### src/rtl/wb_pkg.sv
// Shared encodings for the writeback stage: result-select codes and load funct3 values.
package wb_pkg;

    typedef enum logic [1:0] {
        RES_ALU  = 2'b00,
        RES_LOAD = 2'b01,
        RES_PC4  = 2'b10,
        RES_IMM  = 2'b11
    } resultsrc_e;

    localparam logic [2:0] F3_LB  = 3'b000;
    localparam logic [2:0] F3_LH  = 3'b001;
    localparam logic [2:0] F3_LW  = 3'b010;
    localparam logic [2:0] F3_LBU = 3'b100;
    localparam logic [2:0] F3_LHU = 3'b101;

endpackage

### src/rtl/wb_stage_load_ext.sv
// Load extension: selects the byte/halfword addressed by the offset and sign- or zero-extends it.
module load_ext
    import wb_pkg::*;
#(
    parameter int XLEN = 32
) (
    input  logic [2:0]      funct3,
    input  logic [1:0]      offset,
    input  logic [XLEN-1:0] word,
    output logic [XLEN-1:0] data
);

    logic [7:0]  byte_sel;
    logic [15:0] half_sel;

    // offset[0] is deliberately dropped for halfwords; misalignment is handled elsewhere.
    assign byte_sel = word[{offset, 3'b000} +: 8];
    assign half_sel = word[{offset[1], 4'b0000} +: 16];

    always_comb begin
        data = word;
        case (funct3)
            F3_LB:   data = {{(XLEN-8){byte_sel[7]}}, byte_sel};
            F3_LBU:  data = {{(XLEN-8){1'b0}}, byte_sel};
            F3_LH:   data = {{(XLEN-16){half_sel[15]}}, half_sel};
            F3_LHU:  data = {{(XLEN-16){1'b0}}, half_sel};
            default: data = word;
        endcase
    end

endmodule

### src/rtl/wb_stage.sv
// Writeback stage: W pipeline register, result select, load extension, regfile write port.
// Optional retired-instruction counter enabled by defining WB_INSTRET_EN.
module wb_stage
    import wb_pkg::*;
#(
    parameter int XLEN = 32
) (
    input  logic            clk,
    input  logic            reset,
    input  logic            stall_w,
    input  logic            flush_w,
    input  logic            valid_m,
    input  logic            regwrite_m,
    input  logic [1:0]      resultsrc_m,
    input  logic [2:0]      funct3_m,
    input  logic [XLEN-1:0] alu_result_m,
    input  logic [XLEN-1:0] read_data_m,
    input  logic [XLEN-1:0] pc_plus4_m,
    input  logic [XLEN-1:0] imm_ext_m,
    input  logic [4:0]      rd_m,
    output logic            we3,
    output logic [4:0]      a3,
    output logic [XLEN-1:0] wd3,
    output logic            regwrite_w,
    output logic [4:0]      rd_w,
    output logic [XLEN-1:0] result_w
`ifdef WB_INSTRET_EN
    ,
    output logic [63:0]     instret
`endif
);

    logic            valid_q,     valid_d;
    logic            regwrite_q,  regwrite_d;
    resultsrc_e      resultsrc_q, resultsrc_d;
    logic [2:0]      funct3_q,    funct3_d;
    logic [XLEN-1:0] alu_q,       alu_d;
    logic [XLEN-1:0] rdata_q,     rdata_d;
    logic [XLEN-1:0] pc4_q,       pc4_d;
    logic [XLEN-1:0] imm_q,       imm_d;
    logic [4:0]      rd_q,        rd_d;

    always_comb begin
        valid_d     = valid_q;
        regwrite_d  = regwrite_q;
        resultsrc_d = resultsrc_q;
        funct3_d    = funct3_q;
        alu_d       = alu_q;
        rdata_d     = rdata_q;
        pc4_d       = pc4_q;
        imm_d       = imm_q;
        rd_d        = rd_q;
        if (flush_w) begin
            // Bubble: only the qualifiers matter, payload fields are left as they were.
            valid_d    = 1'b0;
            regwrite_d = 1'b0;
        end else if (!stall_w) begin
            valid_d     = valid_m;
            regwrite_d  = regwrite_m;
            resultsrc_d = resultsrc_e'(resultsrc_m);
            funct3_d    = funct3_m;
            alu_d       = alu_result_m;
            rdata_d     = read_data_m;
            pc4_d       = pc_plus4_m;
            imm_d       = imm_ext_m;
            rd_d        = rd_m;
        end
    end

    always_ff @(posedge clk or posedge reset) begin
        if (reset) begin
            valid_q     <= 1'b0;
            regwrite_q  <= 1'b0;
            resultsrc_q <= RES_ALU;
            funct3_q    <= 3'b000;
            alu_q       <= '0;
            rdata_q     <= '0;
            pc4_q       <= '0;
            imm_q       <= '0;
            rd_q        <= 5'd0;
        end else begin
            valid_q     <= valid_d;
            regwrite_q  <= regwrite_d;
            resultsrc_q <= resultsrc_d;
            funct3_q    <= funct3_d;
            alu_q       <= alu_d;
            rdata_q     <= rdata_d;
            pc4_q       <= pc4_d;
            imm_q       <= imm_d;
            rd_q        <= rd_d;
        end
    end

    logic [XLEN-1:0] load_data;
    logic [XLEN-1:0] result;
    logic            write_en;

    load_ext #(.XLEN(XLEN)) u_load_ext (
        .funct3 (funct3_q),
        .offset (alu_q[1:0]),
        .word   (rdata_q),
        .data   (load_data)
    );

    always_comb begin
        result = alu_q;
        case (resultsrc_q)
            RES_ALU:  result = alu_q;
            RES_LOAD: result = load_data;
            RES_PC4:  result = pc4_q;
            RES_IMM:  result = imm_q;
            default:  result = alu_q;
        endcase
    end

    // x0 writes are dropped here so the hazard unit never sees x0 as a forwarding source.
    assign write_en   = valid_q & regwrite_q & (rd_q != 5'd0);
    assign we3        = write_en;
    assign regwrite_w = write_en;
    assign a3         = rd_q;
    assign rd_w       = rd_q;
    assign wd3        = result;
    assign result_w   = result;

`ifdef WB_INSTRET_EN
    logic [63:0] instret_q, instret_d;

    // An instruction retires on the edge where it leaves W without being held.
    assign instret_d = (valid_q && !stall_w) ? instret_q + 64'd1 : instret_q;

    always_ff @(posedge clk or posedge reset) begin
        if (reset) begin
            instret_q <= 64'd0;
        end else begin
            instret_q <= instret_d;
        end
    end

    assign instret = instret_q;
`endif

endmodule

### config.mk
export PLATFORM = sky130hd
export DESIGN_NAME = wb_stage
export DESIGN_NICKNAME = d
export VERILOG_FILES = /design/src/rtl/wb_pkg.sv /design/src/rtl/wb_stage_load_ext.sv /design/src/rtl/wb_stage.sv
export SDC_FILE = /design/constraint.sdc
export NUM_CORES = 1
export LEC_CHECK = 0
export BUFFER_PORTS_ARGS = -buffer_cell sky130_fd_sc_hd__buf_2
export CORE_MARGIN = 5
export CORE_UTILIZATION = 45
export DETAILED_ROUTE_END_ITERATION = 8
export MAX_ROUTING_LAYER = met4
export PLACE_DENSITY = 0.72
export SLEW_MARGIN = 20
export SYNTH_ARGS = -nofsm -noshare
export SYNTH_HDL_FRONTEND = slang
export SYNTH_SLANG_ARGS = --single-unit
### constraint.sdc
create_clock -name clk -period 7.7 [get_ports clk]
set_clock_uncertainty 0.1 [all_clocks]
set_input_delay 2.31 -clock clk [delete_from_list [all_inputs] [get_ports clk]]
set_output_delay 2.31 -clock clk [all_outputs]
set_load 0.03 [all_outputs]
==> results by group, run 1 <==
Logic synthesis
  • Mapped Cells: 599
  • Mapped Nets: 743
  • Seq/Total Area, Yosys: 49.9%
  • Share of flip-flops with an asynchronous set or reset: 100%
  • Synthesized area per cell: 11.7 sq um
  • Post-synth EDFFs: 0
  • Synth Flop Type: dfrtp_1
  • Yosys reg bits: 140
  • Synthesis Warnings: 0
  • Synth Cell Area: 7030 sq um
  • Synth unique cells: 40

Clock network
  • Clk root buf: clkbuf_16
  • Post-CTS Hold Fix Bufs: 0
  • # Post-CTS Setup Buffers: 0
  • Total CTS buffers: 17
  • CTS tree: done
  • Worst skew pair latency: 0.41 ns
  • Clk slew on worst S/H paths: 0.06 ns
  • Clock Sinks: 140
  • Max Buffers Root-to-Sink: 2
  • Post_cts resized: 0
  • H-Tree Depth: 4

Die
  • Core ar.: 15,300 sq um
  • Die Ht: 135 um
  • Site Rows: 45
  • Die area: 18,200 sq um
  • Starting Density: 46.1%
  • Die width: 135 um
  • I/O pin total: 220

GRT
  • GRT Max-Usage Layer: met2
  • Gr ovfl total: 0
  • GR Util met3: 5.37%
  • First-pass GRT wire length: 28,900 um
  • Vias in the first global route: 5,535
  • GRT Overall Usage: 21.0%
  • Met2 GRT Util: 34.1%
  • Largest net degree at the start of global routing: 88
  • Met1 Use GR: 26.0%
  • Initial antenna violation count: 2

Power and ir drop
  • Comb power frac: 28.3%
  • Clock network power share: 35.1%
  • Worst vdd ir: 0.165 mV
  • LEAKAGE: 3.90 nW
  • Internal power: 1.74 mW
  • Switching share of total power: 33.2%
  • Psw: 0.864 mW
  • PwrDens: 302 nW/um^2
  • Overall power: 2.60 mW
  • Sequential share of power: 36.6%

STA
  • Peak Freq: 0.177 GHz
  • Setup TNS: 0 ns
  • Hold Vio Cnt, Final: 0
  • Worst-Margin Slew: 1.05 ns
  • Period utilisation layout: 73.3%
  • Slew headroom: 30.1%
  • Final min period: 5.65 ns
  • RSZ-0062 raised after global routing: no
  • Final setup fails: 0
  • Max-slew violation count: 0

Final layout
  • FILL cells: 1,301
  • Commonest non-fill, non-tap cell in the layout: buf_2
  • Layout area overhead: 22.6%
  • Commonest non-fill, non-tap cells in the layout: buf_2 (219), dfrtp_1 (138), mux2_2 (131), nand2_1 (41), a21oi_1 (36)
  • Share of layout cells above drive strength 1: 52.6%
  • Final #Nets: 908

Routing
  • Via count: 5,234
  • First-pass DRT Iterations: 4
  • DRC: 0
  • WL per Instance: 18.6 um
  • DRT iter0 DRCs: 405
  • Routed Wire Length: 18,400 um
  • Via/cell ratio: 5.29
  • Post-DRT Antenna Nets: 0

Min path
  • Worst Hold Launch: alu_q[16]
  • Worst hold path class: reg -> reg

Setup path
  • Crit path from: resultsrc_q[0]
  • Crit path DAT: 3.24 ns
  • Max FO, Critical Path: 42
  • CP Class: reg -> out
  • Worst r2r src: resultsrc_q[1]
  • CP Capture Type: primary output
  • Setup crit start kind: register
  • CP required: 5.29 ns

Run status
  • Status: finished, final reports clean

Placed design
  • Routability cong.: 0.818
  • Port Buffers: 219
  • Dpl hpwl: 13,400 um

Flow run
  • Max-cap violations: 0
[cells by family after synthesis]
logic type | synth area share (%)
simple gates | 7.55
flops | 49.9
compound gates | 10.2
mux | 24.9
buf+inv | 7.46
[path summary, 6_finish.rpt]
check | to | slack, ns | cells past startpoint
setup reg to reg | resultsrc_q[1] | 6.18 | 1
setup / recovery | result_w[19] | 2.05 | 5
max in group asynchronous | resultsrc_q[1] | 4.10 | 3
min in group asynchronous | pc4_q[18] | 1.87 | 2
hold / removal | alu_q[16] | 0.40 | 1
hold reg to reg | alu_q[16] | 0.40 | 1
[layout make-up]
class                   count  area (sq um)  area share [%]
clock inverters             6           155            1.80
clock buffers              25           505            5.87
diodes                      2          5.00          0.0581
well taps                 211           264            3.06
inverters                  11          47.5           0.552
multi-input cells         371          3010            34.9
repair buffers            223          1130            13.1
flip-flops and latches    140          3510            40.7
[power groups by stage]
| stage | registers, mW | logic, mW | clock network, mW |
|---|---|---|---|
| 5_1_grt | 0.969 | 0.789 | 0.964 |
| 3_5_place_dp | 0.963 | 0.743 | 0 |
| 3_3_place_gp | 0.955 | 0.730 | 0 |
| 6_report | 0.952 | 0.737 | 0.914 |
| 4_1_cts | 0.952 | 0.745 | 0.929 |
| 2_1_floorplan | 0.909 | 0.637 | 0 |
[through the flow]
stage | util (%) | hold WS [ns] | setup slack (ns) | cells | area [sq um]
2_1_floorplan | - | 0.373 | 1.54 | 599 | 7030
3_3_place_gp | 52.1 | 0.383 | 2.60 | 956 | 7950
3_5_place_dp | 52.1 | 0.387 | 2.47 | 956 | 7950
4_1_cts | 56.4 | 0.400 | 2.01 | 987 | 8610
5_1_grt | 56.5 | 0.415 | 1.82 | 989 | 8620
6_report | 56.5 | 0.396 | 2.05 | 989 | 8620
[critical path, cell delays in order, from the launching register on]
cell,delay [ns]
dfrtp_2,0.92
nor2b_1,0.63
nand2_1,0.13
o31a_1,0.59
a21oi_1,0.29
buf_2,0.23
[cell usage after synthesis, drive strengths merged, types with 2 or more instances]
| cell | n | share of area (%) |
|---|---|---|
| dfrtp | 140 | 50 |
| mux2 | 131 | 21 |
| buf | 63 | 6.1 |
| a21oi | 47 | 4.0 |
| nand2 | 41 | 2.2 |
| nor2 | 36 | 1.9 |
| o21ai | 22 | 1.6 |
| nor2b | 18 | 1.6 |
| a211oi | 16 | 1.7 |
| clkbuf | 14 | 0.80 |
| mux2i | 14 | 2.0 |
| inv | 10 | 0.53 |
| nand2b | 8 | 0.71 |
| mux4 | 6 | 1.9 |
| a221oi | 4 | 0.50 |
| a32oi | 4 | 0.50 |
| o2111ai | 4 | 0.50 |
| o211ai | 4 | 0.43 |
| o221a | 3 | 0.48 |
| and2 | 2 | 0.18 |
| or2 | 2 | 0.18 |
[flip-flops by register name, summed over array words and instances, names as in the netlist]
register     cells
imm_q           32
resultsrc_q      2
a3               5
valid_q          1
rdata_q         32
alu_q           32
pc4_q           32
funct3_q         3
regwrite_q       1
[metal layers]
layer / vias to the layer above / wire length (um)
met3: 24 / 1070
met4: 0 / 343
met5: - / 0
li1: 2417 / -
met1: 2626 / 7550
met2: 167 / 9450
No activity file was read; power rests on OpenSTA's default activity.
==> run 2: changes to the inputs <==
--- a/config.mk
+++ b/config.mk
@@ -5,12 +5,13 @@
 export SDC_FILE = /design/constraint.sdc
 export NUM_CORES = 1
 export LEC_CHECK = 0
+export ABC_AREA = 1
 export BUFFER_PORTS_ARGS = -buffer_cell sky130_fd_sc_hd__buf_2
 export CORE_MARGIN = 5
 export CORE_UTILIZATION = 45
 export DETAILED_ROUTE_END_ITERATION = 8
 export MAX_ROUTING_LAYER = met4
-export PLACE_DENSITY = 0.72
+export PLACE_DENSITY = 0.71
 export SLEW_MARGIN = 20
 export SYNTH_ARGS = -nofsm -noshare
 export SYNTH_HDL_FRONTEND = slang
==> constraint.sdc (replaced) <==
create_clock -name clk -period 5.9 [get_ports clk]
set_clock_uncertainty 0.1 [all_clocks]
set_input_delay 1.77 -clock clk [delete_from_list [all_inputs] [get_ports clk]]
set_output_delay 1.77 -clock clk [all_outputs]
set_load 0.03 [all_outputs]
==> run 2 against run 1 <==
Effect of this change: clock-buffer cell count decreased by 6; routed wire length increased by 12%; critical path depth increased by 4.
==> results by group, run 2 <==
GRT
  • Initial antenna violation count: 5
  • Vias in the first global route: 6,241
  • GRT Overall Usage: 23.3%
  • First-pass GRT wire length: 32,400 um
  • Gr ovfl total: 0
  • Largest net degree at the start of global routing: 110

Die
  • Site Rows: 46
  • Core ar.: 15,800 sq um
  • Starting Density: 45.5%
  • Die Ht: 136 um
  • I/O pin total: 220
  • Die area: 18,600 sq um
  • Die width: 136 um

Setup path
  • Worst R2R Path Depth: 2
  • CP Capture Type: primary output
  • Reg-to-Reg End: alu_q[1]
  • Crit path DAT: 2.57 ns
  • Critical-path top delay cell: dfrtp_1
  • Setup slack, reg-to-reg: 4.43 ns
  • CP Class: reg -> out
  • Max FO, Critical Path: 30
  • Top Family by Delay on Critical Path: flip-flops
  • Cell mode on critical path: nand2_1
  • Cell Chain, Critical Path: inv_2 > nand2_1 > nand2_1 > nand2_2 > nand3_4 > nand2_4 > nand2_1 > nand3_1 > buf_2
  • Setup crit start kind: register
  • CP required: 4.03 ns
  • Buffers plus inverters on the worst setup path: 2
  • Worst r2r src: alu_q[1]
  • Slowest Stage Delay on Critical Path: 0.93 ns

Flow run
  • Max-cap violations: 0

STA
  • RSZ-0062 raised after global routing: no
  • Hold Vio Cnt, Final: 0
  • Period utilisation layout: 75.2%
  • Worst-Margin Slew: 0.948 ns
  • Slew headroom: 36.7%
  • Final min period: 4.44 ns
  • Peak Freq: 0.225 GHz
  • Setup TNS: 0 ns
  • Final setup fails: 0
  • Max-slew violation count: 0
  • WHS: 0.372 ns

Power and ir drop
  • Worst vdd ir: 0.217 mV
  • PwrDens: 363 nW/um^2
  • Overall power: 3.16 mW
  • LEAKAGE: 4.65 nW

Final layout
  • Final design utilization: 55.1%
  • Commonest non-fill, non-tap cell in the layout: nand2_1
  • Final #Nets: 1,235
  • Commonest non-fill, non-tap cells in the layout: nand2_1 (314), buf_2 (219), dfrtp_1 (140), inv_1 (131), o21ai_0 (114)
  • Non-filler cells, final: 1,325
  • Share of layout cells above drive strength 1: 26.4%
  • Layout area overhead: 21.3%

Logic synthesis
  • Ranking of synthesized cells by area: dfrtp_1 (49%), nand2_1 (16%), o21ai_0 (8.0%)
  • Synth unique cells: 25
  • Synth Cell Area: 7170 sq um
  • Post-synth EDFFs: 0
  • Yosys reg bits: 140
  • Mapped Cells: 933
  • Count leader, synth: nand2_1
  • Seq/Total Area, Yosys: 48.9%
  • Top-area cell type share of the netlist area: 48.9%
  • Synthesized area per cell: 7.68 sq um
  • Synthesis Warnings: 0
  • Synth Flop Type: dfrtp_1
  • Mapped Nets: 1,077
  • Leading area contributor after synthesis: dfrtp_1
  • Share of flip-flops with an asynchronous set or reset: 100%
  • Post-synth top cells: nand2_1 (314), dfrtp_1 (140), inv_1 (132)

Placed design
  • Dpl hpwl: 14,900 um
  • Port Buffers: 219
  • Routability cong.: 0.877
  • Placed Cells: 1,288

Clock network
  • Post_cts resized: 0
  • Max Buffers Root-to-Sink: 2
  • Clock Sinks: 140
  • Worst skew pair latency: 0.41 ns
  • CTS tree: done
  • # Post-CTS Setup Buffers: 0
  • Total CTS buffers: 17
  • H-Tree Depth: 4
  • Clk slew on worst S/H paths: 0.06 ns
  • Clk root buf: clkbuf_16
  • Post-CTS Hold Fix Bufs: 0

Routing
  • Via/cell ratio: 4.80
  • Via count: 6,360
  • DRC: 0
  • DRT iter0 DRCs: 519
  • First-pass DRT Iterations: 5
  • Routed Wire Length: 20,600 um
  • Post-DRT Antenna Nets: 0
  • WL per Instance: 15.5 um

Run status
  • Status: finished, final reports clean

Min path
  • Worst Hold Launch: alu_q[3]
  • Worst hold path class: reg -> reg
  • Worst hold path cell count: 2
  • WHS Endpoint: alu_q[3]
==> run 2: metal layers <==
metal  global-route usage (%)  routed length [um]  up-vias
li1                         -                   -     3196
met1                     32.2                9420     2912
met2                     33.9                9400      213
met3                     4.55                1150       39
met4                     9.41                 579        0
met5                        -                   0        -
==> run 2: worst min-delay path, stage by stage (launching register included) <==
cell and delay (ns):
dfrtp_1 0.34, nand2_1 0.05, nand2_1 0.04
==> run 2: through the flow <==
| stage | worst slack, ns | cell area [sq um] |
|---|---|---|
| after floorplan | 0.277 | 7170 |
| after global placement | 1.94 | 8080 |
| after detailed placement | 1.89 | 8080 |
| after CTS | 1.44 | 8680 |
| after global routing | 1.25 | 8700 |
| final | 1.46 | 8700 |
==> run 2: how the worst max path moves through the flow <==
stage | startpoint | end | slack, ns | cells after the start
6_report | alu_q[1] | wd3[31] | 1.46 | 9
5_1_grt | alu_q[1] | wd3[31] | 1.25 | 9
4_1_cts | alu_q[1] | wd3[31] | 1.44 | 9
3_5_place_dp | alu_q[1] | wd3[31] | 1.89 | 9
3_3_place_gp | alu_q[1] | result_w[31] | 1.94 | 9
2_1_floorplan | reset | a3[0] | 0.28 | 1
==> run 2: layout make-up <==
class / count / area (sq um)
antenna: 5 / 12.5
timing repair buffer: 227 / 1160
fill: 1509 / 7070
multi-input combinational: 569 / 2630
inverter: 136 / 520
tap: 216 / 270
sequential: 140 / 3500
clock inverter: 13 / 166
clock buffer: 19 / 443
==> run 2: power breakdown <==
group / switching (mW) / internal [mW] / leakage [nW]
clock network: 0.422 / 0.678 / 0.290
registers: 0.0648 / 1.08 / 1.73
logic: 0.654 / 0.260 / 2.64
==> run 2: logic make-up after synthesis <==
logic type	after synthesis	share of synthesized area, %
AND/OR/NAND/NOR	386	23.1
buffers and inverters	224	14.6
flip-flops	140	48.9
AO/OA/AOI/OAI	183	13.4
==> run 3: changes to the inputs <==
--- a/config.mk
+++ b/config.mk
@@ -11,7 +11,7 @@
 export CORE_UTILIZATION = 45
 export DETAILED_ROUTE_END_ITERATION = 8
 export MAX_ROUTING_LAYER = met4
-export PLACE_DENSITY = 0.71
+export PLACE_DENSITY = 0.74
 export SLEW_MARGIN = 20
 export SYNTH_ARGS = -nofsm -noshare
 export SYNTH_HDL_FRONTEND = slang
==> constraint.sdc (replaced) <==
create_clock -name clk -period 3.7 [get_ports clk]
set_clock_uncertainty 0.1 [all_clocks]
set_input_delay 1.11 -clock clk [delete_from_list [all_inputs] [get_ports clk]]
set_output_delay 1.11 -clock clk [all_outputs]
set_load 0.03 [all_outputs]
==> run 3 against run 2 <==
Effect of this change: die area did not move; sequential cell count unchanged; sequential power increased by 57%; register-to-register slack worse by 1.7 ns; final area rose by 0.16%; utilization up 0.087 points; first-iteration DRC count increased by 1.5%; critical path depth unchanged; power up 58%; clock-buffer cell count is 3 higher; critical endpoint is now wd3[28]; largest cell class unchanged.
==> results by group, run 3 (synthesized netlist as in run 2, its figures left out) <==
Die
  • Site Rows: 46
  • Die width: 136 um
  • I/O pin total: 220
  • Core ar.: 15,800 sq um
  • Die Ht: 136 um
  • Starting Density: 45.5%
  • Die area: 18,600 sq um

Clock network
  • Max Buffers Root-to-Sink: 2
  • Clk slew on worst S/H paths: 0.06 ns
  • # Post-CTS Setup Buffers: 0
  • CTS tree: done
  • Clk root buf: clkbuf_16
  • Clock Sinks: 140
  • Post-CTS Hold Fix Bufs: 0
  • Post_cts resized: 0
  • Total CTS buffers: 17
  • H-Tree Depth: 4
  • Worst skew pair latency: 0.42 ns

STA
  • RSZ-0062 raised after global routing: no
  • Peak Freq: 0.281 GHz
  • Fin worst setup slack: 0.141 ns
  • Hold Vio Cnt, Final: 0
  • Final setup fails: 0
  • Max-slew violation count: 0
  • Period utilisation layout: 96.2%
  • Setup TNS: 0 ns
  • Worst-Margin Slew: 1.01 ns
  • Final min period: 3.56 ns
  • Slew headroom: 32.7%

Routing
  • DRT iter0 DRCs: 527
  • Via count: 6,395
  • Routed Wire Length: 20,600 um
  • Post-DRT Antenna Nets: 0
  • WL per Instance: 15.5 um
  • First-pass DRT Iterations: 5
  • DRC: 0
  • Via/cell ratio: 4.83

Final layout
  • Share of layout cells above drive strength 1: 26.5%
  • Commonest non-fill, non-tap cells in the layout: nand2_1 (314), buf_2 (219), dfrtp_1 (140), inv_1 (131), o21ai_0 (114)
  • Final #Nets: 1,238
  • Final design utilization: 55.2%
  • Commonest non-fill, non-tap cell in the layout: nand2_1
  • Layout area overhead: 21.5%

Setup path
  • Crit path from: alu_q[1]
  • Crit path DAT: 2.35 ns
  • CP Capture Type: primary output
  • CP required: 2.49 ns
  • Max FO, Critical Path: 27
  • CP Class: reg -> out
  • Setup crit start kind: register
  • Worst R2R Path Depth: 2
  • Worst r2r src: funct3_q[1]

Run status
  • Status: finished, final reports clean

Placed design
  • Dpl hpwl: 14,800 um
  • Routability cong.: 0.907
  • Port Buffers: 219
  • Pre-CTS WS: 0.595 ns

GRT
  • Gr ovfl total: 0
  • Largest net degree at the start of global routing: 141
  • Vias in the first global route: 6,300
  • Initial antenna violation count: 1
  • First-pass GRT wire length: 32,100 um
  • GRT Overall Usage: 23.0%

Min path
  • Worst hold path class: reg -> reg
  • Worst Hold Launch: alu_q[19]
  • Worst hold path cell count: 2

Power and ir drop
  • PwrDens: 571 nW/um^2
  • LEAKAGE: 4.66 nW
  • Worst vdd ir: 0.326 mV

Flow run
  • Max-cap violations: 0
## run 3: cell types whose count changed in the layout (fill, tap and decap cells not counted), sizes merged
cell / before / now
bufinv: 3 / 2
inv: 137 / 136
buf: 227 / 230
clkbuf: 19 / 22
clkinvlp: 3 / 4
diode: 5 / 1
clkinv: 6 / 4
## run 3: path summary, 6_finish.rpt
kind                               endpoint  slack [ns]
worst max register to register  funct3_q[1]        2.76
worst min register to register    alu_q[19]        0.37
max in group asynchronous         alu_q[27]        2.05
worst max-delay path                wd3[28]        0.14
worst min-delay path              alu_q[19]        0.37
min in group asynchronous             a3[1]        0.71
## run 3: power breakdown
| group | leakage, nW | switching [mW] | total, mW | internal [mW] |
|---|---|---|---|---|
| registers | 1.73 | 0.0864 | 1.81 | 1.72 |
| clock network | 0.277 | 0.648 | 1.68 | 1.03 |
| logic | 2.66 | 1.07 | 1.49 | 0.426 |
## run 3: cell type report
class / instances / area (sq um)
Timing Repair Buffer: 230 / 1220
Clock inverter: 10 / 115
Inverter: 136 / 519
Multi-Input combinational cell: 569 / 2620
Tap cell: 216 / 270
Sequential cell: 140 / 3500
Fill cell: 1553 / 7060
Clock buffer: 22 / 464
Antenna cell: 1 / 2.50
## run 3: routing by layer
layer  wire (um)  GRT usage (%)  up-vias  part of all wire (%)
met5           0              -        -                     0
met4         381           7.50        0                   1.9
met3        1320           4.18       30                   6.4
met2        9790           35.0      217                    48
met1        9060           31.4     2952                    44
li1            -              -     3196                     -
## run 3: through the flow
step	power, mW	hold slack, ns	cell area (sq um)	cells
global route	5.22	0.389	8710	1324
CTS	5.02	0.374	8710	1323
global placement	3.32	0.354	8130	1291
finish	4.98	0.371	8710	1324
floorplan	2.99	0.342	7170	933
detailed placement	3.33	0.358	8130	1291
## run 3: worst max-delay path: stages, from the launching register on
cell and delay, ns:
dfrtp_1 0.49, buf_4 0.34, nand2_1 0.12, nand2_1 0.12, nand2_2 0.08, nand3_4 0.14
nand2_4 0.19, nand2_1 0.16, nand3_1 0.10, buf_2 0.19
